==> src/rtl/spi_slave_acl.sv <==
// SPI mode-0 responder that mimics the ADXL362 register interface on the CLK100MHZ domain.
// It serves ID and snapshotted XYZ registers, and implements POWER_CTL and SOFT_RESET.
module spi_slave_acl #(
    parameter int         SYNC_STAGES = 2,
    parameter logic [7:0] DEVID_AD    = 8'hAD,
    parameter logic [7:0] DEVID_MST   = 8'h1D,
    parameter logic [7:0] PARTID      = 8'hF2
) (
    input  logic        CLK100MHZ,
    input  logic        CPU_RESETN,
    input  logic        sclk,
    input  logic        cs_n,
    input  logic        mosi,
    output logic        miso,
    output logic        miso_oe,
    input  logic [11:0] x_data,
    input  logic [11:0] y_data,
    input  logic [11:0] z_data,
    output logic [7:0]  power_ctl,
    output logic        txn_done
);

    typedef enum logic [2:0] {
        ST_IDLE   = 3'd0,
        ST_CMD    = 3'd1,
        ST_ADDR   = 3'd2,
        ST_RDATA  = 3'd3,
        ST_WDATA  = 3'd4,
        ST_IGNORE = 3'd5
    } state_t;

    localparam logic [7:0] CMD_READ    = 8'h0B;
    localparam logic [7:0] CMD_WRITE   = 8'h0A;
    localparam logic [7:0] ADDR_PWRCTL = 8'h2D;
    localparam logic [7:0] ADDR_SRST   = 8'h1F;
    localparam logic [7:0] SRST_KEY    = 8'h52;

    // Register read map; anything unmapped (including SOFT_RESET) reads zero.
    function automatic logic [7:0] read_reg(
        input logic [7:0]  a,
        input logic [11:0] xs,
        input logic [11:0] ys,
        input logic [11:0] zs,
        input logic [7:0]  pc
    );
        logic [7:0] v;
        case (a)
            8'h00:   v = DEVID_AD;
            8'h01:   v = DEVID_MST;
            8'h02:   v = PARTID;
            8'h08:   v = xs[11:4];
            8'h09:   v = ys[11:4];
            8'h0A:   v = zs[11:4];
            8'h0E:   v = xs[7:0];
            8'h0F:   v = {{4{xs[11]}}, xs[11:8]};
            8'h10:   v = ys[7:0];
            8'h11:   v = {{4{ys[11]}}, ys[11:8]};
            8'h12:   v = zs[7:0];
            8'h13:   v = {{4{zs[11]}}, zs[11:8]};
            8'h2D:   v = pc;
            default: v = 8'h00;
        endcase
        return v;
    endfunction

    logic [SYNC_STAGES-1:0] sclk_sync_q, sclk_sync_d;
    logic [SYNC_STAGES-1:0] cs_sync_q, cs_sync_d;
    logic [SYNC_STAGES-1:0] mosi_sync_q, mosi_sync_d;
    logic        sclk_prev_q, sclk_prev_d;
    logic        cs_prev_q, cs_prev_d;
    state_t      state_q, state_d;
    logic [2:0]  bit_cnt_q, bit_cnt_d;
    logic [7:0]  shift_q, shift_d;
    logic [7:0]  tx_q, tx_d;
    logic [7:0]  addr_q, addr_d;
    logic        rd_q, rd_d;
    logic        data_done_q, data_done_d;
    logic [11:0] x_snap_q, x_snap_d;
    logic [11:0] y_snap_q, y_snap_d;
    logic [11:0] z_snap_q, z_snap_d;
    logic        miso_q, miso_d;
    logic        miso_oe_q, miso_oe_d;
    logic [7:0]  power_ctl_q, power_ctl_d;
    logic        txn_done_q, txn_done_d;

    logic        sclk_s, cs_s, mosi_s;
    logic        sclk_rise_s, sclk_fall_s, cs_rise_s, cs_fall_s, last_bit_s;
    logic [7:0]  rx_byte_s, rd_byte_s;

    assign sclk_s      = sclk_sync_q[SYNC_STAGES-1];
    assign cs_s        = cs_sync_q[SYNC_STAGES-1];
    assign mosi_s      = mosi_sync_q[SYNC_STAGES-1];
    assign sclk_rise_s = sclk_s & ~sclk_prev_q;
    assign sclk_fall_s = ~sclk_s & sclk_prev_q;
    assign cs_rise_s   = cs_s & ~cs_prev_q;
    assign cs_fall_s   = ~cs_s & cs_prev_q;
    assign last_bit_s  = (bit_cnt_q == 3'd7);
    assign rx_byte_s   = {shift_q[6:0], mosi_s};
    assign rd_byte_s   = read_reg(addr_q, x_snap_q, y_snap_q, z_snap_q, power_ctl_q);

    // Next-state logic: synchronizers, frame FSM, shift registers and register file.
    always_comb begin
        sclk_sync_d = {sclk_sync_q[SYNC_STAGES-2:0], sclk};
        cs_sync_d   = {cs_sync_q[SYNC_STAGES-2:0], cs_n};
        mosi_sync_d = {mosi_sync_q[SYNC_STAGES-2:0], mosi};
        sclk_prev_d = sclk_s;
        cs_prev_d   = cs_s;
        state_d     = state_q;
        bit_cnt_d   = bit_cnt_q;
        shift_d     = shift_q;
        tx_d        = tx_q;
        addr_d      = addr_q;
        rd_d        = rd_q;
        data_done_d = data_done_q;
        x_snap_d    = x_snap_q;
        y_snap_d    = y_snap_q;
        z_snap_d    = z_snap_q;
        miso_d      = miso_q;
        miso_oe_d   = miso_oe_q;
        power_ctl_d = power_ctl_q;
        txn_done_d  = 1'b0;

        if ((state_q != ST_IDLE) && cs_rise_s) begin
            // Frame end wins over any sclk edge; partial bytes simply vanish.
            state_d     = ST_IDLE;
            bit_cnt_d   = 3'd0;
            shift_d     = 8'h00;
            tx_d        = 8'h00;
            miso_d      = 1'b0;
            miso_oe_d   = 1'b0;
            txn_done_d  = data_done_q;
            data_done_d = 1'b0;
        end else begin
            case (state_q)
                ST_IDLE: begin
                    if (cs_fall_s) begin
                        state_d     = ST_CMD;
                        bit_cnt_d   = 3'd0;
                        shift_d     = 8'h00;
                        data_done_d = 1'b0;
                        x_snap_d    = x_data;
                        y_snap_d    = y_data;
                        z_snap_d    = z_data;
                    end else begin
                        state_d = ST_IDLE;
                    end
                end
                ST_CMD: begin
                    if (sclk_rise_s) begin
                        shift_d   = rx_byte_s;
                        bit_cnt_d = bit_cnt_q + 3'd1;
                        if (last_bit_s) begin
                            if (rx_byte_s == CMD_READ) begin
                                rd_d    = 1'b1;
                                state_d = ST_ADDR;
                            end else if (rx_byte_s == CMD_WRITE) begin
                                rd_d    = 1'b0;
                                state_d = ST_ADDR;
                            end else begin
                                state_d = ST_IGNORE;
                            end
                        end else begin
                            state_d = ST_CMD;
                        end
                    end else begin
                        state_d = ST_CMD;
                    end
                end
                ST_ADDR: begin
                    if (sclk_rise_s) begin
                        shift_d   = rx_byte_s;
                        bit_cnt_d = bit_cnt_q + 3'd1;
                        if (last_bit_s) begin
                            addr_d  = rx_byte_s;
                            state_d = rd_q ? ST_RDATA : ST_WDATA;
                        end else begin
                            state_d = ST_ADDR;
                        end
                    end else begin
                        state_d = ST_ADDR;
                    end
                end
                ST_RDATA: begin
                    // The pointer advances at the byte's 8th rise, so the next fall loads the new byte.
                    if (sclk_rise_s) begin
                        bit_cnt_d = bit_cnt_q + 3'd1;
                        if (last_bit_s) begin
                            addr_d      = addr_q + 8'd1;
                            data_done_d = 1'b1;
                        end else begin
                            addr_d = addr_q;
                        end
                    end else if (sclk_fall_s) begin
                        miso_oe_d = 1'b1;
                        if (bit_cnt_q == 3'd0) begin
                            miso_d = rd_byte_s[7];
                            tx_d   = {rd_byte_s[6:0], 1'b0};
                        end else begin
                            miso_d = tx_q[7];
                            tx_d   = {tx_q[6:0], 1'b0};
                        end
                    end else begin
                        tx_d = tx_q;
                    end
                end
                ST_WDATA: begin
                    if (sclk_rise_s) begin
                        shift_d   = rx_byte_s;
                        bit_cnt_d = bit_cnt_q + 3'd1;
                        if (last_bit_s) begin
                            if (addr_q == ADDR_PWRCTL) begin
                                power_ctl_d = rx_byte_s;
                            end else if ((addr_q == ADDR_SRST) && (rx_byte_s == SRST_KEY)) begin
                                power_ctl_d = 8'h00;
                            end else begin
                                power_ctl_d = power_ctl_q;
                            end
                            addr_d      = addr_q + 8'd1;
                            data_done_d = 1'b1;
                        end else begin
                            addr_d = addr_q;
                        end
                    end else begin
                        shift_d = shift_q;
                    end
                end
                ST_IGNORE: begin
                    state_d = ST_IGNORE;
                end
                default: begin
                    state_d   = ST_IDLE;
                    miso_d    = 1'b0;
                    miso_oe_d = 1'b0;
                end
            endcase
        end
    end

    // State registers; cs_n sync resets low so a frame only starts after cs_n is seen high.
    always_ff @(posedge CLK100MHZ or negedge CPU_RESETN) begin
        if (!CPU_RESETN) begin
            sclk_sync_q <= '0;
            cs_sync_q   <= '0;
            mosi_sync_q <= '0;
            sclk_prev_q <= 1'b0;
            cs_prev_q   <= 1'b0;
            state_q     <= ST_IDLE;
            bit_cnt_q   <= 3'd0;
            shift_q     <= 8'h00;
            tx_q        <= 8'h00;
            addr_q      <= 8'h00;
            rd_q        <= 1'b0;
            data_done_q <= 1'b0;
            x_snap_q    <= 12'h000;
            y_snap_q    <= 12'h000;
            z_snap_q    <= 12'h000;
            miso_q      <= 1'b0;
            miso_oe_q   <= 1'b0;
            power_ctl_q <= 8'h00;
            txn_done_q  <= 1'b0;
        end else begin
            sclk_sync_q <= sclk_sync_d;
            cs_sync_q   <= cs_sync_d;
            mosi_sync_q <= mosi_sync_d;
            sclk_prev_q <= sclk_prev_d;
            cs_prev_q   <= cs_prev_d;
            state_q     <= state_d;
            bit_cnt_q   <= bit_cnt_d;
            shift_q     <= shift_d;
            tx_q        <= tx_d;
            addr_q      <= addr_d;
            rd_q        <= rd_d;
            data_done_q <= data_done_d;
            x_snap_q    <= x_snap_d;
            y_snap_q    <= y_snap_d;
            z_snap_q    <= z_snap_d;
            miso_q      <= miso_d;
            miso_oe_q   <= miso_oe_d;
            power_ctl_q <= power_ctl_d;
            txn_done_q  <= txn_done_d;
        end
    end

    assign miso      = miso_q & miso_oe_q;
    assign miso_oe   = miso_oe_q;
    assign power_ctl = power_ctl_q;
    assign txn_done  = txn_done_q;

endmodule

==> config.mk <==
export PLATFORM = sky130hd
export DESIGN_NAME = spi_slave_acl
export DESIGN_NICKNAME = d
export VERILOG_FILES = /design/src/rtl/spi_slave_acl.sv
export SDC_FILE = /design/constraint.sdc
export NUM_CORES = 1
export LEC_CHECK = 0
export ABC_AREA = 1
export BUFFER_PORTS_ARGS = -buffer_cell sky130_fd_sc_hd__clkbuf_2
export CORE_AREA = 2 2 76 114
export DETAILED_ROUTE_END_ITERATION = 12
export DIE_AREA = 0 0 78 116
export HOLD_SLACK_MARGIN = 0.15
export PLACE_DENSITY = 0.8
export SYNTH_ARGS = -nofsm -noshare
export SYNTH_HDL_FRONTEND = slang
export SYNTH_SLANG_ARGS = --single-unit
==> constraint.sdc <==
create_clock -name CLK100MHZ -period 2.3 [get_ports CLK100MHZ]
set_clock_uncertainty 0.2 [all_clocks]
set_input_delay 0.23 -clock CLK100MHZ [delete_from_list [all_inputs] [get_ports CLK100MHZ]]
set_output_delay 0.23 -clock CLK100MHZ [all_outputs]
set_load 0.03 [all_outputs]
* After elaboration in Yosys (flattened, before gate mapping)
Cells that the tools add are included.
Word-level totals: logic and storage cells 142, register bits after elaboration 86
Operators by class: bitwise gates (word level) 10, reduce and logical (&&, ||, !) cells 27, add/subtract/negate cells 2, mux-type cells 48, eq/ne operators 36
Operators by type and width (count):
- 8-bit case mux with 13 select lines | 1
- 8-bit 2-to-1 mux | 11
- 8-bit by 4-bit == test with 1-bit output (second input constant) | 7
- 8-bit by 5-bit == test with 1-bit output (second input constant) | 5
- 3-bit 2-to-1 mux | 11
- 7-bit 2-to-1 mux | 3
- 8-bit case mux with 2 select lines | 1
- 1-bit 2-to-1 mux | 15
- 3-bit case mux with 5 select lines | 1
- 3-bit AND reduction | 5
- 7-bit case mux with 2 select lines | 1
- 3-bit by 1-bit inequality test with 1-bit output (second input constant) | 4
- 3-bit nonzero test | 4
- 2-bit by 1-bit inequality test with 1-bit output (second input constant) | 5
- 5-bit AND reduction | 2
- 2-bit nonzero test | 5
- 3-bit == test (second input constant) | 3
- 3-bit inequality test (second input constant) | 3
- 8-bit by 1-bit adder with 8-bit output (second input constant) | 1
- 8-bit by 1-bit == test with 1-bit output (second input constant) | 1
- 8-bit by 2-bit == test with 1-bit output (second input constant) | 1
- 8-bit by 6-bit == test with 1-bit output (second input constant) | 1
- 8-bit by 7-bit == test with 1-bit output (second input constant) | 1
- 8-bit logical NOT | 1
- 16 further kinds | 30

* Longest topological paths before layout
Gate-level depths: netlist (run 1).
word-level depth 7, mapped depth 13

* Worst setup path after synthesis (run 1)
Ideal clock, no wire load.
kind register to register, from register addr_q[0], to register miso_q, slack 0.531 ns, arrival 1.504 ns, required time 2.035 ns, cell stages (with the launch flop) 13, library setup time 0.065 ns, clock period less this slack 1.769 ns, cells stage by stage dfrtp_1 inv_1 ha_1 nand3_1 nor2_1 nand2_1 nand2_1 nor2_1 nand3_1 nand2_1 nand2_1 nand2_1 nand2_1
On the way: longest elaborated chain between the ends 7, elaborated cells on any way between the ends 19, those cells by class 12 x eq/ne; 6 x mux; 1 x reduce/logical
Ends and longest elaborated chain:
- start: declaration | line 75 | logic [7:0] addr_q, addr_d;
- start signal: assignment | line 271 | addr_q <= addr_d;
- 8-bit by 6-bit == test with 1-bit output (tied with other cells) | line 47 | case (a)
- 8-bit case mux with 13 select lines * | line 47
- 1-bit 2-to-1 mux * | line 195 | if (bit_cnt_q == 3'd0) begin
- 1-bit 2-to-1 mux * | line 193 | end else if (sclk_fall_s) begin
- 1-bit 2-to-1 mux * | line 185 | if (sclk_rise_s) begin
- 1-bit case mux with 2 select lines * | line 134 | case (state_q)
- 1-bit 2-to-1 mux * | line 123 | if ((state_q != ST_IDLE) && cs_rise_s) begin
- end signal: assignment | line 277 | miso_q <= miso_d;
- end: declaration | line 81 | logic miso_q, miso_d;
Mark *: on every way between the ends. The rest lies on a longest branch, timed or not. The select of a mux whose other input is x is not followed. A chain may end at the register's enable or synchronous reset.

* Worst setup path in the final report (run 1)
from register addr_q[4], to register tx_q[4]
On the way: longest elaborated chain between the ends 7, elaborated cells on any way between the ends 19, those cells by class 12 x eq/ne; 6 x mux; 1 x reduce/logical
Ends and longest elaborated chain:
- 8-bit by 6-bit == test with 1-bit output (tied with other cells) | line 47
- 8-bit case mux with 13 select lines * | line 47
- 8-bit 2-to-1 mux * | line 195
- 8-bit 2-to-1 mux * | line 193
- 8-bit 2-to-1 mux * | line 185
- 8-bit 2-to-1 mux * | line 134
- 8-bit 2-to-1 mux * | line 123
- end signal: assignment | line 270 | tx_q <= tx_d;
- end: declaration | line 74 | logic [7:0] tx_q, tx_d;
Marked as above.

==> results of run 1 <==
==> worst paths after layout <==
check	cells after the start	to	startpoint
setup / recovery	10	tx_q[4]	addr_q[4]
hold / removal	0	mosi_sync_q[1]	mosi_sync_q[0]
setup reg to reg	10	tx_q[4]	addr_q[4]
hold reg to reg	0	mosi_sync_q[1]	mosi_sync_q[0]
max in group asynchronous	3	x_snap_q[6]	CPU_RESETN
min in group asynchronous	3	shift_q[4]	CPU_RESETN
==> layout make-up <==
class,instances,area [um2],share of cell area (%)
Timing Repair Buffer,98,736,12.8
Inverter,68,255,4.43
Multi-Input combinational cell,473,2170,37.7
Clock buffer,10,229,3.98
Tap cell,105,131,2.28
Clock inverter,6,111,1.93
Sequential cell,85,2130,36.9
==> state kept, by name (all words and copies together), names as in the netlist, 2 cells and up <==
signal       flops
state_q          3
y_snap_q        12
mosi_sync_q      2
z_snap_q        12
power_ctl        8
addr_q           8
cs_sync_q        2
bit_cnt_q        3
x_snap_q        12
tx_q             7
sclk_sync_q      2
shift_q          7
==> Yosys cell counts, types with 2 or more instances <==
master,number,area (um2)
inv_1,64,240
o22ai_1,4,25.0
nand3b_1,5,37.5
inv_2,3,11.3
o211ai_1,3,22.5
a21oi_1,11,55.1
buf_2,8,40.0
clkbuf_1,4,15.0
o21ai_0,30,150
nand2_1,267,1000
dfrtp_1,85,2130
nand2_2,3,18.8
nor2_2,11,68.8
nor3_1,5,25.0
nand3_1,51,255
o21ai_1,5,25.0
nand4_1,3,18.8
o31ai_1,3,22.5
nor2_1,47,176
nand3_2,2,20.0
nor2_4,3,33.8
a21boi_2,2,22.5
a31oi_1,2,12.5
buf_6,3,33.8
a2bb2oi_1,3,26.3
ha_1,7,87.6
==> timing repair <==
| item | CTS | global route |
|---|---|---|
| setup buffers | 0 | 0 |
| hold buffers | 40 | 0 |
| gates resized for setup | 0 | 1 |
| setup endpoints to repair | 0 | 1 |
| endpoints found under the hold margin | 124 | 0 |
==> critical path, stage by stage (launching register included) <==
cell and delay, ns:
dfrtp_1 0.52, nand2_1 0.17, nor2_2 0.39, nand2_1 0.14, inv_1 0.17, nand2_1 0.09, nand2_1 0.06, nor2_1 0.05
nand3b_1 0.10, nand3_1 0.10, nand2_1 0.07
==> kinds of logic after synthesis <==
| group | after synthesis |
|---|---|
| and+or+nand+nor | 400 |
| adders and majority gates | 7 |
| muxes | 1 |
| AOI/OAI and AO/OA | 65 |
| buffers and inverters | 84 |
| DFF | 85 |
==> power breakdown <==
| part | switching [mW] | internal [mW] | total [mW] |
|---|---|---|---|
| logic | 0.667 | 0.394 | 1.06 |
| clock network | 0.594 | 1.06 | 1.66 |
| registers | 0.342 | 1.87 | 2.21 |
==> layer usage <==
| metal | track usage [%] | up-vias | routed length, um | part of all wire [%] |
|---|---|---|---|---|
| met3 | 6.15 | 40 | 600 | 4.8 |
| met5 | 0 | - | 0 | 0 |
| met2 | 53.3 | 152 | 6670 | 53 |
| met1 | 33.2 | 2132 | 4710 | 37 |
| met4 | 17.0 | 0 | 594 | 4.7 |
| li1 | - | 2201 | - | - |
==> run_results.csv, run 1 <==
group,metric,value,unit
logic_synthesis,syn-cell-area,4640,um2
grt,grt_pass1_vias,4522,
worst_setup_path,arrival,2.21,ns
clocking,htree_levels,3,
cells_and_area,mostFrequentLayoutCells,"nand2_1 (267), dfrtp_1 (85), inv_1 (64)",
clocking,cts_root_buffer,"clkbuf_16",
cells_and_area,fin_nets,783,
pwr,powerDensity,856,nW/um2
die,initial_utilization,58.0,%
die,dieArea,9050,um2
clocking,cts_tree,"yes",
logic_synthesis,async_flop_share,100,%
logic_synthesis,synthFlopType,"dfrtp_1",
route,via_count,4525,
grt,grt_pass1_wl,20.9,mm
logic_synthesis,synth-xor-area-share,0,%
run,cap_violations,0,
logic_synthesis,ys_seq_area_share,45.8,%
clocking,clock_path_buffers,2,
placement,dp_hpwl,8.69,mm
logic_synthesis,muxShareOfSynthArea,0.216,%
pwr,leakagePower,3.00,nW
status,status,"completed",
worst_setup_path,end_kind,"flop",
cells_and_area,diodes,0,
logic_synthesis,syn_area_per_cell,7.23,um2
logic_synthesis,synth_fp_nets,690,
clocking,numCtsBuffers,9,
route,drc_errors,0,
sta,period_share,92.6,%
die,die_w,78,um
grt,antenna_found_initial,0,
logic_synthesis,synth-simple-area-share,36.3,%
cells_and_area,final-instance-count-excl-fill,845,
route,drt.antenna.violating_nets,0,
placement,io_buffers,51,
worst_setup_path,critPathMaxFanout,9,
sta,finalCriticalPeriod,2.13,ns
sta,hold_violations,0,
sta,relSlewSlack,70.5,%
cells_and_area,syn2layout_area_growth,24.0,%
logic_synthesis,syn_inst,642,
sta,slew_violations,0,
route,drt-total-wl,12.6,mm
placement,placed_area,5010,um2
placement,dp.cells,789,
sta,fin_ws,0.170,ns
sta,fmax,469,MHz
route,drtIter0Drc,319,
logic_synthesis,synth-adder-area-share,1.89,%
cells_and_area,fillers,631,
cells_and_area,post-route-util,71.9,%
die,core_area,8010,um2
die,rows,40,
logic_synthesis,yosysWarningCount,0,
logic_synthesis,synth_seq_cells,85,
die,io_pins,52,
worst_setup_path,crit_type,"flop to flop",
worst_setup_path,startpoint_type,"flop",
sta,setup_violations,0,
route,avgViaCountPerCell,5.36,
sta,rsz0062_at_grt,"no",
sta,tns,0,ns
worst_setup_path,reg2reg_slack,0.17,ns
grt,grt_max_degree,86,
sta,tightest_slew,0.443,ns
worst_setup_path,crit_required,2.38,ns
logic_synthesis,synth_compound_area_share,8.19,%
placement,dp_slack,0.140,ns
pwr,power,4.93,mW
logic_synthesis,synth_edf_count,0,
cells_and_area,stdcell_area,5760,um2
grt,grt-ovfl-total,0,
die,die_y,116,um
route,drt_pass1_iterations,5,
pwr,vdd_drop_max,0.675,mV
sta,holdWs,0.148,ns
logic_synthesis,synth_top_family_by_area,"simple AND/OR/NAND/NOR gates",
hold_path,hold_class,"flop to flop",
route,wl_per_cell,14.9,um
logic_synthesis,ys_types,34,
placement,gp_congestion,0.999,
cells_and_area,final_common_cell,"nand2_1",
clocking,numClockSinks,85,
clocking,insertion_delay,0.34,ns
grt,grtUsageTotal,30.0,%
cells_and_area,drive_gt1_share,13.5,%
clocking,clk_pin_slew,0.06,ns
No activity file was read; power rests on OpenSTA's default activity.
==> run 2: changes to the inputs <==
--- a/config.mk
+++ b/config.mk
@@ -12,6 +12,7 @@
 export DIE_AREA = 0 0 78 116
 export HOLD_SLACK_MARGIN = 0.15
 export PLACE_DENSITY = 0.8
+export REMOVE_ABC_BUFFERS = 1
 export SYNTH_ARGS = -nofsm -noshare
 export SYNTH_HDL_FRONTEND = slang
 export SYNTH_SLANG_ARGS = --single-unit
==> run_results.csv, run 2 (same netlist as run 1, synthesis figures left out) <==
group,metric,value,unit
die,die_y,116,um
hold_path,hold_class,"flop to flop",
worst_setup_path,crit_required,2.34,ns
pwr,leakagePower,2.96,nW
worst_setup_path,arrival,2.18,ns
worst_setup_path,startpoint_type,"flop",
route,wl_per_cell,14.5,um
die,rows,40,
sta,hold_violations,0,
cells_and_area,fillers,664,
cells_and_area,final_common_cell,"nand2_1",
route,via_count,4475,
placement,gp_congestion,0.945,
sta,setup_violations,0,
worst_setup_path,cp_slowest_cell,"dfrtp_1",
clocking,htree_levels,3,
worst_setup_path,reg2reg_slack,0.16,ns
status,status,"completed",
route,drc_errors,0,
worst_setup_path,critPathMaxFanout,5,
cells_and_area,mostFrequentLayoutCells,"nand2_1 (267), dfrtp_1 (85), inv_1 (64)",
grt,grt_max_degree,51,
clocking,clock_path_buffers,2,
die,die_w,78,um
route,drt-total-wl,12.3,mm
grt,grt_pass1_wl,20.3,mm
worst_setup_path,max_stage_delay,0.40,ns
route,avgViaCountPerCell,5.28,
grt,grtUsageTotal,29.3,%
clocking,insertion_delay,0.35,ns
pwr,powerDensity,794,nW/um2
worst_setup_path,end_kind,"flop",
die,core_area,8010,um2
cells_and_area,multi_input_area,2170,um2
cells_and_area,diodes,0,
cells_and_area,final-instance-count-excl-fill,847,
placement,io_buffers,51,
clocking,cts_tree,"yes",
clocking,cts_root_buffer,"clkbuf_16",
worst_setup_path,cpMostUsedCell,"nand2_1",
grt,grt-ovfl-total,0,
die,initial_utilization,58.0,%
die,dieArea,9050,um2
cells_and_area,largestRegisters,"x_snap_q x12, y_snap_q x12, z_snap_q x12",
cells_and_area,drive_gt1_share,13.3,%
cells_and_area,fin_nets,785,
pwr,vdd_drop_max,0.596,mV
sta,period_share,93.2,%
run,cap_violations,0,
grt,grt_pass1_vias,4468,
sta,tns,0,ns
route,drt_pass1_iterations,8,
worst_setup_path,path_delay_family,"simple AND/OR/NAND/NOR gates",
worst_setup_path,path_cells,"inv_1 -> ha_1 -> nand2_1 -> nor2_1 -> nand2_2 -> clkinvlp_4 -> buf_4 -> nand2_1 -> nand2_1 -> nor2_1 -> nand3_1 -> nand3_1 -> nand2_1",
clocking,clk_pin_slew,0.06,ns
grt,antenna_found_initial,0,
clocking,numCtsBuffers,9,
cells_and_area,regArea,2130,um2
clocking,numClockSinks,85,
worst_setup_path,crit_type,"flop to flop",
sta,fmax,467,MHz
sta,tightest_slew,0.528,ns
route,drt.antenna.violating_nets,0,
sta,finalCriticalPeriod,2.14,ns
sta,slew_violations,0,
worst_setup_path,path_buf_inv,3,
route,drtIter0Drc,369,
sta,rsz0062_at_grt,"no",
sta,relSlewSlack,64.6,%
die,io_pins,52,
cells_and_area,syn2layout_area_growth,22.6,%
placement,dp.cells,788,
placement,dp_hpwl,8.73,mm
==> run 2: final cells by class <==
| cell class | count | share of cell area, % |
|---|---|---|
| well taps | 105 | 2.31 |
| repair buffers | 100 | 13.1 |
| inverters | 68 | 4.55 |
| multi-input cells | 473 | 38.1 |
| clock inverters | 4 | 0.440 |
| flip-flops and latches | 85 | 37.4 |
| clock buffers | 12 | 4.15 |
==> run 2: worst reg2reg max path, stage by stage, from the launching register on <==
cell and delay, ns:
dfrtp_1 0.40, inv_1 0.10, ha_1 0.24, nand2_1 0.08
nor2_1 0.06, nand2_2 0.13, clkinvlp_4 0.15, buf_4 0.16
nand2_1 0.09, nand2_1 0.07, nor2_1 0.10, nand3_1 0.11
nand3_1 0.11, nand2_1 0.05
==> run 2: worst paths after layout <==
check | from | end | cells after the start
worst max-delay path | addr_q[1] | tx_q[7] | 13
worst min-delay path | mosi_sync_q[0] | mosi_sync_q[1] | 0
worst max register to register | addr_q[1] | tx_q[7] | 13
worst min register to register | mosi_sync_q[0] | mosi_sync_q[1] | 0
max in group asynchronous | CPU_RESETN | tx_q[1] | 3
min in group asynchronous | CPU_RESETN | addr_q[6] | 2
==> run 2: report_power, final <==
group          total [mW]  internal (mW)  switching, mW
clock network        1.30          0.728          0.571
logic                1.02          0.375          0.643
registers            2.20           1.87          0.327
total                4.52           2.98           1.54
==> run 2: per-layer routing <==
layer  wire length [um]  global-route usage [%]  vias to the layer above
met4                646                    20.1                        0
met1               4640                    31.1                     2053
met3                569                    4.36                       47
met5                  0                       0                        -
li1                   -                       -                     2212
met2               6440                    53.2                      163
==> run 2: through the flow <==
stage / setup WS [ns] / area (um2) / hold WS, ns / total power [mW] / util [%]
after floorplan: -0.123 / 4550 / -0.266 / 2.79 / -
after global placement: 0.145 / 4990 / 0.0148 / 3.10 / 62.4
after detailed placement: 0.106 / 4990 / 0.0180 / 3.16 / 62.4
after CTS: 0.0927 / 5680 / 0.164 / 4.52 / 70.9
after global routing: 0.00838 / 5690 / 0.168 / 4.76 / 71.1
final: 0.156 / 5690 / 0.161 / 4.52 / 71.1
==> run 2: what timing repair did <==
action | CTS | global route
resized for setup | 0 | 2
hold buffers | 42 | 0
buffers inserted | 0 | 1
endpoints found under the hold margin | 126 | 0
endpoints found under the setup margin | 0 | 3
